### src/rtl/alu_sched_pkg.sv
`default_nettype none
// ------------------------------------------------------------------
// alu_sched_pkg: shared types and ALU encodings for the ALU scheduler.
// Rev 1.0
// ------------------------------------------------------------------
package alu_sched_pkg;

  typedef enum logic [1:0] {
    IDLE = 2'd0,
    EXEC = 2'd1,
    RESP = 2'd2
  } state_e;

  localparam logic ALU_MODE_LOGIC = 1'b0;
  localparam logic ALU_MODE_ARITH = 1'b1;

  localparam logic [3:0] SEL_ADD = 4'b1001;
  localparam logic [3:0] SEL_SUB = 4'b0110;

  localparam int ALU_W = 16;

  typedef struct packed {
    logic             mode;
    logic [3:0]       select;
    logic [ALU_W-1:0] a;
    logic [ALU_W-1:0] b;
    logic             carry;
  } op_t;

endpackage
`default_nettype wire

### src/rtl/alu_sched_rr_arbiter.sv
`default_nettype none
// ------------------------------------------------------------------
// rr_arbiter: combinational round-robin pick starting at ptr_i.
// Rev 1.0
// ------------------------------------------------------------------
module rr_arbiter
  import alu_sched_pkg::*;
#(
  parameter int NUM_REQ = 4,
  parameter int ID_W    = 2
) (
  input  logic [NUM_REQ-1:0] req_i,
  input  logic [ID_W-1:0]    ptr_i,
  output logic [NUM_REQ-1:0] gnt_o,
  output logic [ID_W-1:0]    idx_o,
  output logic               any_o
);

  // One extra bit so ptr + offset can exceed NUM_REQ before wrapping.
  logic [ID_W:0] slot;

  always_comb begin
    gnt_o = '0;
    idx_o = '0;
    any_o = 1'b0;
    slot  = '0;
    for (int i = 0; i < NUM_REQ; i++) begin
      slot = {1'b0, ptr_i} + (ID_W+1)'(i);
      if (slot >= (ID_W+1)'(NUM_REQ))
        slot = slot - (ID_W+1)'(NUM_REQ);
      if (!any_o && req_i[slot[ID_W-1:0]]) begin
        any_o                  = 1'b1;
        gnt_o[slot[ID_W-1:0]]  = 1'b1;
        idx_o                  = slot[ID_W-1:0];
      end
    end
  end

endmodule
`default_nettype wire

### src/rtl/alu_sched.sv
`default_nettype none
// ------------------------------------------------------------------
// alu_sched: round-robin scheduler sharing one ALU among NUM_REQ clients.
// Rev 1.0 -- multi-word carry chaining enabled by ALU_SCHED_CHAIN_EN.
// ------------------------------------------------------------------
module alu_sched
  import alu_sched_pkg::*;
#(
  parameter int NUM_REQ = 4,
  parameter int DATA_W  = 16,
  parameter int ID_W    = 2
) (
  input  logic                      clk,
  input  logic                      rst,
  input  logic [NUM_REQ-1:0]        req_valid,
  output logic [NUM_REQ-1:0]        req_ready,
  input  logic [NUM_REQ-1:0]        req_mode,
  input  logic [NUM_REQ*4-1:0]      req_select,
  input  logic [NUM_REQ*DATA_W-1:0] req_a,
  input  logic [NUM_REQ*DATA_W-1:0] req_b,
  input  logic [NUM_REQ-1:0]        req_carry,
`ifdef ALU_SCHED_CHAIN_EN
  input  logic [NUM_REQ-1:0]        req_chain,
`endif
  output logic                      alu_mode,
  output logic [3:0]                alu_select,
  output logic [DATA_W-1:0]         alu_in_a,
  output logic [DATA_W-1:0]         alu_in_b,
  output logic                      alu_carry_in,
  input  logic [DATA_W-1:0]         alu_result,
  input  logic                      alu_carry_out,
  input  logic                      alu_compare,
  output logic                      rsp_valid,
  input  logic                      rsp_ready,
  output logic [ID_W-1:0]           rsp_id,
  output logic [DATA_W-1:0]         rsp_data,
  output logic                      rsp_carry,
  output logic                      rsp_compare
);

  state_e             state_q, state_d;
  logic [ID_W-1:0]    rr_ptr_q, rr_ptr_d;
  logic [ID_W-1:0]    id_q;
  logic [ID_W-1:0]    gnt_idx;
  logic [NUM_REQ-1:0] elig;
  logic [NUM_REQ-1:0] gnt;
  logic               gnt_any;
  logic               accept;
  logic               lock_hold;
  op_t                op_q, op_sel;

  logic               rsp_valid_q;
  logic [ID_W-1:0]    rsp_id_q;
  logic [DATA_W-1:0]  rsp_data_q;
  logic               rsp_carry_q;
  logic               rsp_compare_q;

`ifdef ALU_SCHED_CHAIN_EN
  logic               lock_q;
  logic [ID_W-1:0]    lock_id_q;
  logic               saved_carry_q;
  logic               chain_q;
  logic [NUM_REQ-1:0] lock_mask;

  // While a chain is open only its owner may be granted.
  always_comb begin
    lock_mask            = '0;
    lock_mask[lock_id_q] = 1'b1;
    elig                 = lock_q ? (req_valid & lock_mask) : req_valid;
  end

  assign lock_hold = lock_q;
`else
  assign elig      = req_valid;
  assign lock_hold = 1'b0;
`endif

  rr_arbiter #(
    .NUM_REQ (NUM_REQ),
    .ID_W    (ID_W)
  ) u_arb (
    .req_i (elig),
    .ptr_i (rr_ptr_q),
    .gnt_o (gnt),
    .idx_o (gnt_idx),
    .any_o (gnt_any)
  );

  assign accept = (state_q == IDLE) && gnt_any;

  always_comb begin
    op_sel.mode   = req_mode[gnt_idx];
    op_sel.select = req_select[gnt_idx*4 +: 4];
    op_sel.a      = req_a[gnt_idx*DATA_W +: DATA_W];
    op_sel.b      = req_b[gnt_idx*DATA_W +: DATA_W];
`ifdef ALU_SCHED_CHAIN_EN
    op_sel.carry  = lock_q ? saved_carry_q : req_carry[gnt_idx];
`else
    op_sel.carry  = req_carry[gnt_idx];
`endif
  end

  always_comb begin
    rr_ptr_d = rr_ptr_q;
    if (accept && !lock_hold)
      rr_ptr_d = (gnt_idx == ID_W'(NUM_REQ-1)) ? '0 : gnt_idx + 1'b1;
  end

  always_ff @(posedge clk or posedge rst) begin
    if (rst)
      state_q <= IDLE;
    else
      state_q <= state_d;
  end

  always_comb begin
    state_d = state_q;
    unique case (state_q)
      IDLE:    if (accept) state_d = EXEC;
      EXEC:    state_d = RESP;
      RESP:    if (rsp_ready) state_d = IDLE;
      default: state_d = IDLE;
    endcase
  end

  // Grant is visible only in IDLE and never while reset is applied.
  always_comb begin
    req_ready = '0;
    if (state_q == IDLE && !rst)
      req_ready = gnt;
  end

  always_ff @(posedge clk or posedge rst) begin
    if (rst) begin
      rr_ptr_q      <= '0;
      op_q          <= '0;
      id_q          <= '0;
      rsp_valid_q   <= 1'b0;
      rsp_id_q      <= '0;
      rsp_data_q    <= '0;
      rsp_carry_q   <= 1'b0;
      rsp_compare_q <= 1'b0;
    end else begin
      rr_ptr_q <= rr_ptr_d;
      if (accept) begin
        op_q <= op_sel;
        id_q <= gnt_idx;
      end
      if (state_q == EXEC) begin
        rsp_valid_q   <= 1'b1;
        rsp_id_q      <= id_q;
        rsp_data_q    <= alu_result;
        rsp_carry_q   <= alu_carry_out;
        rsp_compare_q <= alu_compare;
      end else if (state_q == RESP && rsp_ready) begin
        rsp_valid_q <= 1'b0;
      end
    end
  end

`ifdef ALU_SCHED_CHAIN_EN
  always_ff @(posedge clk or posedge rst) begin
    if (rst) begin
      lock_q        <= 1'b0;
      lock_id_q     <= '0;
      saved_carry_q <= 1'b0;
      chain_q       <= 1'b0;
    end else begin
      if (accept)
        chain_q <= req_chain[gnt_idx];
      // The lock follows the chain bit of the op that just executed.
      if (state_q == EXEC) begin
        lock_q    <= chain_q;
        lock_id_q <= id_q;
        if (chain_q)
          saved_carry_q <= alu_carry_out;
      end
    end
  end
`endif

  assign alu_mode     = op_q.mode;
  assign alu_select   = op_q.select;
  assign alu_in_a     = op_q.a;
  assign alu_in_b     = op_q.b;
  assign alu_carry_in = op_q.carry;

  assign rsp_valid    = rsp_valid_q;
  assign rsp_id       = rsp_id_q;
  assign rsp_data     = rsp_data_q;
  assign rsp_carry    = rsp_carry_q;
  assign rsp_compare  = rsp_compare_q;

endmodule
`default_nettype wire

### config.mk
export PLATFORM = sky130hd
export DESIGN_NAME = alu_sched
export DESIGN_NICKNAME = d
export VERILOG_FILES = /design/src/rtl/alu_sched_pkg.sv /design/src/rtl/alu_sched_rr_arbiter.sv /design/src/rtl/alu_sched.sv
export SDC_FILE = /design/constraint.sdc
export NUM_CORES = 1
export LEC_CHECK = 0
export CORE_ASPECT_RATIO = 1.1
export CORE_MARGIN = 4
export CORE_UTILIZATION = 48
export DETAILED_ROUTE_END_ITERATION = 7
export PLACE_DENSITY = 0.84
export SYNTH_ARGS = -nofsm -noshare
export SYNTH_HDL_FRONTEND = slang
export SYNTH_SLANG_ARGS = --single-unit
export TNS_END_PERCENT = 20
### constraint.sdc
create_clock -name clk -period 4.17 [get_ports clk]
set_input_delay 0.834 -clock clk [delete_from_list [all_inputs] [get_ports clk]]
set_output_delay 0.834 -clock clk [all_outputs]
set_load 0.01 [all_outputs]
==> run summary, run 1 <==
clk root buf: clkbuf_16
fraction of layout cells with a size suffix above 1: 0.117
Die Width: 124 um
CTS Hold Bufs: 0
worst setup margin: 0.244 ns
routability cong.: 0.898
hold endpoint: id_q[0]$_DFFE_PP0P_
setup tns final: 0 ns
Hold Fails Final Rpt: 0
cts repair resizes: 0
Crit Reg-Reg Startpoint: rr_ptr_q[0]$_DFFE_PP0P_
CP arrival: 3.09 ns
worst-path fanout max: 24
die area: 16900 um2
via/cell ratio: 6.45
max_slew headroom: 0.258
routing usage on met1: 0.404
sequential area share after synthesis: 0.228
final setup vio count: 0
Pleak: 3.70 nW
worst hold path type: reg2reg
number of routed nets with antenna violations: 0
RSZ-0062 raised after global routing: false
GRT Util Overall: 0.295
Post-synth ARST share: 1.00
Crit path largest cell delay: 0.59 ns
Final nets: 1292
postcts setup bufs: 0
TritonRoute pass-1 iters: 6
total of warnings raised by yosys: 0
actual slew at the worst max-slew pin: 1.11 ns
Post-Place Setup Slack: 0.278 ns
FF-to-FF End: alu_in_a[12]$_DFFE_PP0P_
Reg2Reg Setup Slack: 0.59 ns
Ports: 240
synth unique cells: 56
WL/cell: 20.0 um
vias in the first global route: 7680
first-pass GRT wire length: 41.2 mm
Reg clk slew, reported paths: 0.06 ns
Tot Pwr: 7.95 mW
largest net degree at the start of global routing: 126
status: finished, final reports clean
Sink Count: 65
Hold Startpoint: id_q[0]$_DFFE_PP0P_
met3 Use GR: 0.0609
worst IR drop on VDD: 1.19 mV
final core occ: 0.686
core area: 14500 um2
vias: 8412
# DRC: 0
CTS Buffer Depth: 2
Routed WL: 26.1 mm
FF/Latch Area: 1630 um2
Area Growth Syn to Fin: 39.2%
Port Buffer Count: 239
Synth Instances: 925
Setup Skew: 0.00856 ns
pwr/cell area: 799 nW/um2
EDFF count, synth: 0
CP delay by family, top: buffers and inverters
Startpoint Class: flop
detailed-placement wirelength estimate: 18.5 mm
Period Utilization, post-route: 0.941
Mapped Nets: 1110
Worst Path Buf+Inv: 2
H-tree depth: 3
Die Y-Extent: 136 um
Worst EP required: 3.34 ns
crit end category: output port
hold path depth: 2
initial DRC count: 1153
clk_lat worst skew: 0.33 ns
cell area after synthesis: 7150 um2
Initial Util: 0.493
met2 Usage GRT: 0.465
crit path kind: reg2out
filler cell count: 1180
initial antenna violation count: 1
synthesized area per cell: 7.73 um2
Multi-input gate area: 5030 um2
top_reg_cell synth: dfrtp_1
TritonCTS Buffers: 9
# rows: 46
number of synthesized register bits: 65
max cap viols: 0
fmax: 0.255 GHz
slowest stage cell, crit path: dfrtp_4
CTS tree: done
busiest layer in global routing: met2
FF-to-FF path depth: 11
GRT Residual Overflow: 0
Max Slew Vio Count: 0
post-route minimum period: 3.93 ns
crit-path cells: inv_2 > ha_1 > mux4_2 > nor2b_1 > a221o_1 > o21ai_0 > a21oi_1 > clkdlybuf4s50_1
[synthesized netlist by cell type, types with 2 or more instances]
cell	instances	area, um2
and3b_1	2	17.5
buf_2	23	115
buf_6	4	45.0
mux4_2	3	67.6
nor2_1	81	304
a21oi_1	43	215
dfrtp_1	65	1630
a2111oi_2	29	435
and2_1	29	181
nand3b_1	2	15.0
a221oi_1	82	718
buf_4	8	60.1
inv_1	5	18.8
nand2b_1	2	12.5
and3_1	12	75.1
nor3b_1	3	22.5
nor2b_1	12	75.1
a211oi_1	38	285
o211ai_1	2	15.0
a21o_1	2	15.0
ha_1	8	100
inv_2	2	7.51
mux2_2	25	282
a311oi_1	2	17.5
mux2i_1	28	280
o2111a_1	27	304
buf_1	13	48.8
or3_1	2	12.5
o21ai_0	54	270
nor3_1	3	15.0
a31oi_1	2	12.5
clkbuf_1	60	225
o31ai_1	2	15.0
nand3_1	103	515
nand2_1	115	432
a2111oi_0	8	70.1
a221o_1	5	50.1
[worst max path at each step]
stage / cells after the start / endpoint / from / slack, ns
2_1_floorplan: 12 / req_ready[1] / rr_ptr_q[0]$_DFFE_PP0P_ / 0.25
3_3_place_gp: 8 / req_ready[1] / req_valid[0] / 0.30
3_5_place_dp: 8 / req_ready[2] / req_valid[0] / 0.28
4_1_cts: 8 / req_ready[1] / rr_ptr_q[0]$_DFFE_PP0P_ / 0.26
5_1_grt: 8 / req_ready[1] / rr_ptr_q[0]$_DFFE_PP0P_ / 0.04
6_report: 8 / req_ready[0] / rr_ptr_q[0]$_DFFE_PP0P_ / 0.24
[stage by stage]
| stage | hold slack (ns) | std cells | instance area [um2] |
|---|---|---|---|
| floorplan | 0.440 | 925 | 7150 |
| global placement | 0.464 | 1288 | 9640 |
| detailed placement | 0.481 | 1288 | 9640 |
| CTS | 0.506 | 1304 | 9950 |
| global route | 0.526 | 1305 | 9950 |
| finish | 0.499 | 1305 | 9950 |
[flip-flops by register name, summed over array words and instances (netlist names)]
name          flops
alu_in_b         16
alu_carry_in      1
state_q           2
rsp_compare       1
rr_ptr_q          2
rsp_valid         1
rsp_carry         1
alu_mode          1
rsp_id            2
id_q              2
alu_in_a         16
rsp_data         16
alu_select        4
[routing by layer]
layer  vias up  share of wire
met5         -              0
met4         0          0.038
met3        64          0.086
met2       458           0.46
met1      3971           0.42
li1       3919              -
[cells in the final DEF (no fill, tap or decap), drive strengths merged, types with 25 or more instances in the layout]
master / synthesis / final
and2: 29 / 29
o21ai: 56 / 56
mux2i: 28 / 28
nand3: 103 / 103
clkdlybuf4s50: 0 / 239
dfrtp: 65 / 65
a21oi: 43 / 43
o2111a: 27 / 27
a211oi: 38 / 38
nand2: 115 / 115
buf: 48 / 41
a221oi: 82 / 82
a2111oi: 37 / 37
nor2: 82 / 82
mux2: 25 / 25
[kinds of logic after synthesis]
kind of cell | Yosys count | share of synthesized area
compound gates | 308 | 0.355
fa+ha+maj | 8 | 0.0140
buf+inv | 116 | 0.0739
flops | 65 | 0.228
mux | 56 | 0.0880
simple gates | 372 | 0.242
[layout make-up]
type,instances,area share
multi-input combinational,744,0.505
sequential,65,0.164
clock inverter,7,0.00843
antenna,1,0.000252
timing repair buffer,280,0.273
clock buffer,9,0.0226
tap,192,0.0241
inverter,7,0.00264
[power by group]
part           internal (mW)  switching, mW  total (mW)  leakage, nW
Clock                  0.476          0.317       0.792        0.149
Combinational           2.50           3.47        5.97         2.82
Sequential             0.974          0.215        1.19        0.735
Total                   3.95           4.01        7.95         3.70
[tightest hold or removal path, delay by kind of cell (launching register included)]
kind | cells | cell delay, ns
flip-flops | 1 | 0.35
AND/OR/NAND/NOR | 2 | 0.12
No activity file was read; power rests on OpenSTA's default activity.
==> run 2, diff against run 1 <==
- CORE_UTILIZATION: 48 -> 43
- PLACE_DENSITY: 0.84 -> default
- PLACE_DENSITY_LB_ADDON: default -> 0.12
- clock period: 4.17 -> 3.5 ns (I/O delays scaled with it)
==> run 2 against run 1 <==
Net effect:
- non-clock buffer count rose by 9
- largest power group unchanged
- combinational power rose by 23%
- sequential power rose by 18%
- clock skew fell by 0.0038 ns
- final cell count rose by 1.5%
- clock-buffer cell count did not move
==> run summary, run 2 (synthesis gave the netlist of run 1 again) <==
crit-path cells: clkdlybuf4s50_1 > buf_4 > mux4_2 > nor2b_2 > a221o_1 > o21ai_0 > a21oi_1 > dlygate4sd2_1
worst hold path type: reg2reg
Tot Pwr: 9.62 mW (+21%)
fmax: 0.297 GHz
GRT Util Overall: 0.271 (-0.0244)
Setup Skew: 0.00471 ns (-0.00384 ns)
Hold Fails Final Rpt: 0 (unchanged)
status: finished, final reports clean
Pleak: 3.79 nW (+2.5%)
routability cong.: 0.854 (-5.0%)
worst-path fanout max: 4 (-83%)
Die Width: 131 um (+5.3%)
# DRC: 0 (unchanged)
most common cell after layout, fill and taps aside: clkdlybuf4s50_1
Worst EP required: 2.80 ns (-0.54 ns)
Reg clk slew, reported paths: 0.06 ns (about the same)
number of routed nets with antenna violations: 0 (unchanged)
crit end category: output port
Worst Path Buf+Inv: 3 (+1)
Max Slew Vio Count: 0 (unchanged)
Die Y-Extent: 143 um (+5.3%)
postcts setup bufs: 0 (unchanged)
worst IR drop on VDD: 0.458 mV (-62%)
Ports: 240 (unchanged)
max cap viols: 0 (unchanged)
CTS tree: done
via/cell ratio: 6.28 (-2.6%)
initial DRC count: 726 (-37%)
most frequent cells in the layout: 235 x clkdlybuf4s50_1, 115 x nand2_1, 103 x nand3_1
Period Utilization, post-route: 0.961
largest net degree at the start of global routing: 133 (+5.6%)
crit path kind: in2out
initial antenna violation count: 1 (unchanged)
TritonRoute pass-1 iters: 5 (-1)
Startpoint Class: input port
filler cell count: 1455 (+23%)
CTS Hold Bufs: 0 (unchanged)
CP delay by family, top: buffers and inverters
Initial Util: 0.438 (-0.0545)
CTS Buffer Depth: 2 (unchanged)
core area: 16300 um2 (+12%)
Area Growth Syn to Fin: 41.8%
Final nets: 1301 (+0.70%)
WL/cell: 20.1 um (+0.28%)
Sink Count: 65 (unchanged)
vias: 8323 (-1.1%)
worst setup margin: 0.136 ns (-0.109 ns)
die area: 18800 um2 (+11%)
Crit path largest cell delay: 0.45 ns (-0.14 ns)
first-pass GRT wire length: 40.6 mm (-1.5%)
fraction of layout cells with a size suffix above 1: 0.128 (+0.0107)
Routed WL: 26.6 mm (+1.8%)
post-route minimum period: 3.36 ns
CP arrival: 2.66 ns (-0.43 ns)
vias in the first global route: 7602 (-1.0%)
cts repair resizes: 6 (+6)
clk_lat worst skew: 0.34 ns (about the same)
# diodes: 0 (-1)
H-tree depth: 3 (unchanged)
final setup vio count: 0 (unchanged)
Port Buffer Count: 239 (unchanged)
max_slew headroom: 0.336 (+0.0784)
clk root buf: clkbuf_16
detailed-placement wirelength estimate: 18.3 mm (-1.2%)
TritonCTS Buffers: 9 (unchanged)
pwr/cell area: 949 nW/um2 (+19%)
Post-Place Setup Slack: -0.103 ns (-0.382 ns)
GRT Residual Overflow: 0 (unchanged)
RSZ-0062 raised after global routing: false
# rows: 49 (+6.5%)
slowest stage cell, crit path: mux4_2
actual slew at the worst max-slew pin: 0.994 ns (-0.119 ns)
[run 2: worst paths after layout]
path / slack [ns] / from / depth (start not counted) / end
setup / recovery: 0.14 / req_valid[2] / 8 / req_ready[1]
hold / removal: 0.50 / rsp_data[2]$_DFFE_PP0P_ / 1 / rsp_data[2]$_DFFE_PP0P_
setup reg to reg: 0.22 / rr_ptr_q[0]$_DFFE_PP0P_ / 10 / alu_in_b[9]$_DFFE_PP0P_
hold reg to reg: 0.50 / rsp_data[2]$_DFFE_PP0P_ / 1 / rsp_data[2]$_DFFE_PP0P_
max in group asynchronous: 1.83 / rst / 3 / rr_ptr_q[0]$_DFFE_PP0P_
min in group asynchronous: 1.02 / rst / 3 / rsp_id[0]$_DFFE_PP0P_
[run 2: area by class of cell]
cell class,count,area [um2],area share
Multi-Input combinational cell,744,5050,0.498
Clock inverter,7,53.8,0.00531
Tap cell,204,255,0.0252
Sequential cell,65,1630,0.161
Clock buffer,9,225,0.0222
Inverter,7,26.3,0.00259
Timing Repair Buffer,289,2900,0.286
[run 2: stage by stage]
| step | hold WS (ns) | setup TNS [ns] | cells | instance area, um2 | utilization |
|---|---|---|---|---|---|
| detailed placement | 0.495 | -0.477 | 1309 | 9840 | 0.604 |
| CTS | 0.509 | -0.0510 | 1325 | 10100 | 0.621 |
| floorplan | 0.440 | 0 | 925 | 7150 | - |
| global route | 0.518 | 0 | 1325 | 10100 | 0.622 |
| finish | 0.504 | 0 | 1325 | 10100 | 0.622 |
| global placement | 0.486 | -0.250 | 1309 | 9840 | 0.604 |
[run 2: report_power, final]
part	internal (mW)	switching, mW
sequential	1.16	0.235
clock	0.484	0.387
combinational	3.19	4.17
[run 2: routing by layer]
layer,track usage,part of all wire,wire [um]
met1,0.370,0.42,11100
met2,0.429,0.47,12500
met3,0.0494,0.084,2230
met4,0.0937,0.029,763
met5,0,0.00045,12
==> run 3, diff against run 2 <==
- ABC_AREA: default -> 1
- CORE_UTILIZATION: 43 -> 36
- CTS_CLUSTER_SIZE: default -> 10
==> run 3 against run 2 <==
Net effect:
- wire length fell by 45%
- design area is 27% lower
- global-route usage decreased by 7.2 points
- die area down 22%
- register-to-register slack improved by 0.53 ns
- clock skew up 0.0013 ns
- maximum frequency decreased by 1.5%
- largest power group unchanged
- highest routed layer is now met4
==> run summary, run 3 <==
status: finished, final reports clean
number of synthesized register bits: 65 (unchanged)
Startpoint Class: input port
WL/cell: 13.9 um (-31%)
FF-to-FF path depth: 11 (+1)
total of warnings raised by yosys: 0 (unchanged)
most frequent cells in the layout: 238 x clkdlybuf4s50_1, 229 x nand2_1, 116 x inv_1
max cap viols: 0 (unchanged)
Period Utilization, post-route: 0.976 (+0.0144)
routability cong.: 0.825 (-3.4%)
Synth Instances: 663 (-28%)
Post-synth ARST share: 1.00 (unchanged)
worst IR drop on VDD: 0.588 mV (+28%)
Post-Place Setup Slack: 0.0452 ns (+0.149 ns)
clk root buf: clkbuf_16
Worst EP required: 2.80 ns (about the same)
worst-path fanout max: 6 (+2)
CTS Buffer Depth: 2 (unchanged)
post-route minimum period: 3.41 ns (+0.0505 ns)
core area: 12200 um2 (-25%)
CTS tree: done
Pleak: 3.72 nW (-2.0%)
Final nets: 1075 (-17%)
synth unique cells: 32 (-43%)
detailed-placement wirelength estimate: 11.3 mm (-38%)
Area Growth Syn to Fin: 62.7%
hold path depth: 2 (+1)
cell area after synthesis: 4570 um2 (-36%)
GRT Residual Overflow: 0 (unchanged)
first-pass GRT wire length: 23.5 mm (-42%)
CP arrival: 2.71 ns (+0.05 ns)
RSZ-0062 raised after global routing: true
CTS Hold Bufs: 0 (unchanged)
Initial Util: 0.373 (-0.0651)
via/cell ratio: 4.74 (-24%)
crit path kind: in2out
Setup Skew: 0.00602 ns (+0.00131 ns)
clk_lat worst skew: 0.32 ns (-0.02 ns)
number of routed nets with antenna violations: 0 (unchanged)
final setup vio count: 0 (unchanged)
most common cell after layout, fill and taps aside: clkdlybuf4s50_1
largest net degree at the start of global routing: 70 (-47%)
sequential area share after synthesis: 0.356 (+0.128)
initial antenna violation count: 0 (-1)
pwr/cell area: 1020 nW/um2 (+7.6%)
Port Buffer Count: 239 (unchanged)
commonest cells in the netlist: 230 x nand2_1, 118 x inv_1, 94 x nand3_1, 65 x dfrtp_1, 28 x o211ai_1
vias: 4976 (-40%)
Mapped Nets: 848 (-24%)
max_slew headroom: 0.441 (+0.104)
# DRC: 0 (unchanged)
initial DRC count: 179 (-75%)
worst hold path type: reg2reg
Routed WL: 14.5 mm (-45%)
filler cell count: 1141 (-22%)
Reg clk slew, reported paths: 0.06 ns (about the same)
EDFF count, synth: 0 (unchanged)
area share of the largest cell type after synthesis: 0.356 (+0.128)
Die Width: 115 um (-12%)
Hold Startpoint: rsp_data[4]$_DFFE_PP0P_
worst setup margin: 0.0853 ns (-0.0505 ns)
Ports: 240 (unchanged)
TritonCTS Buffers: 9 (unchanged)
Sink Count: 65 (unchanged)
final core occ: 0.607 (-0.0141)
Reg2Reg Setup Slack: 0.75 ns (+0.53 ns)
most common cell in the netlist: nand2_1
fraction of layout cells with a size suffix above 1: 0.0838 (-0.0438)
hold endpoint: rsp_data[4]$_DFFE_PP0P_
# rows: 42 (-14%)
die area: 14600 um2 (-22%)
fmax: 0.293 GHz (-1.5%)
vias in the first global route: 5018 (-34%)
Hold Fails Final Rpt: 0 (unchanged)
# diodes: 0 (unchanged)
Die Y-Extent: 126 um (-12%)
H-tree depth: 3 (unchanged)
dominant cells by area after synthesis: dfrtp_1 36%, nand2_1 19%, nand3_1 10%
synthesized area per cell: 6.89 um2 (-11%)
Max Slew Vio Count: 0 (unchanged)
crit end category: output port
actual slew at the worst max-slew pin: 0.839 ns (-0.156 ns)
TritonRoute pass-1 iters: 4 (-1)
GRT Util Overall: 0.198 (-0.0725)
FF-to-FF End: rr_ptr_q[0]$_DFFE_PP0P_
top_reg_cell synth: dfrtp_1
Synth area leader: dfrtp_1
Crit Reg-Reg Startpoint: rr_ptr_q[1]$_DFFE_PP0P_
## run 3: changes by cell type after synthesis, sizes merged, moves of 38 or more
| cell | delta |
|---|---|
| o21ai | -46 |
| clkbuf | -49 |
| a211oi | -38 |
| nor2 | -74 |
| inv | +113 |
| nand2 | +122 |
| a221oi | -82 |
## run 3: per-layer routing
layer / global-route usage / vias to the layer above / routed length, um
li1: - / 2507 / -
met1: 0.231 / 2239 / 5750
met2: 0.335 / 198 / 7110
met3: 0.0566 / 32 / 1280
met4: 0.0877 / 0 / 409
met5: 0 / - / 0
## run 3: logic make-up (layout without fill, tap and decap cells)
kind of cell,Yosys count,count (layout),synth area share
fa+ha+maj,8,8,0.0219
flops,65,65,0.356
simple gates,385,385,0.400
compound gates,49,49,0.0723
buf+inv,156,388,0.150
## run 3: stage by stage
stage | power (mW) | cell area, um2 | cells | hold WS, ns | TNS, ns
after floorplan | 4.99 | 4570 | 663 | 0.450 | 0
after global placement | 6.46 | 7040 | 1030 | 0.455 | 0
after detailed placement | 6.58 | 7040 | 1030 | 0.459 | 0
after CTS | 7.67 | 7410 | 1047 | 0.473 | 0
after global routing | 8.37 | 7440 | 1049 | 0.489 | -0.0714
final | 7.59 | 7440 | 1049 | 0.469 | 0
## run 3: how the worst max path moves through the flow
| stage | startpoint | endpoint |
|---|---|---|
| 6_report | req_valid[1] | req_ready[3] |
| 5_1_grt | req_valid[1] | req_ready[1] |
| 4_1_cts | rr_ptr_q[1]$_DFFE_PP0P_ | req_ready[2] |
| 3_5_place_dp | req_valid[1] | req_ready[2] |
| 3_3_place_gp | req_valid[3] | req_ready[2] |
| 2_1_floorplan | rr_ptr_q[0]$_DFFE_PP0P_ | req_ready[2] |
## run 3: report_power, final
part	internal (mW)	leakage, nW	switching [mW]
Clock	0.717	0.169	0.328
Sequential	1.17	0.789	0.217
Combinational	2.16	2.76	3.00
Total	4.05	3.72	3.54
## run 3: cell type report
| cell class | count | area (um2) | share of cell area |
|---|---|---|---|
| Timing Repair Buffer | 251 | 2520 | 0.339 |
| Clock inverter | 6 | 115 | 0.0155 |
| Tap cell | 154 | 193 | 0.0259 |
| Clock buffer | 10 | 239 | 0.0321 |
| Inverter | 121 | 464 | 0.0624 |
| Sequential cell | 65 | 1630 | 0.219 |
| Multi-Input combinational cell | 442 | 2270 | 0.306 |
## run 3: repair_timing
action                                  CTS  global route
endpoints found under the setup margin    4             4
cloned                                    0             0
setup buffers                             1             2
resized for setup                         4             5
## run 3: worst max-delay path, stage by stage
cell and delay, ns:
clkdlybuf4s50_1 0.45, nand2_1 0.10, nand2_1 0.08, nand2_2 0.10
nand2_4 0.08, inv_6 0.09, nand2_1 0.11, inv_1 0.09
nand3_1 0.10, o21ai_0 0.16, nand2_1 0.07, inv_1 0.05
clkdlybuf4s50_1 0.52
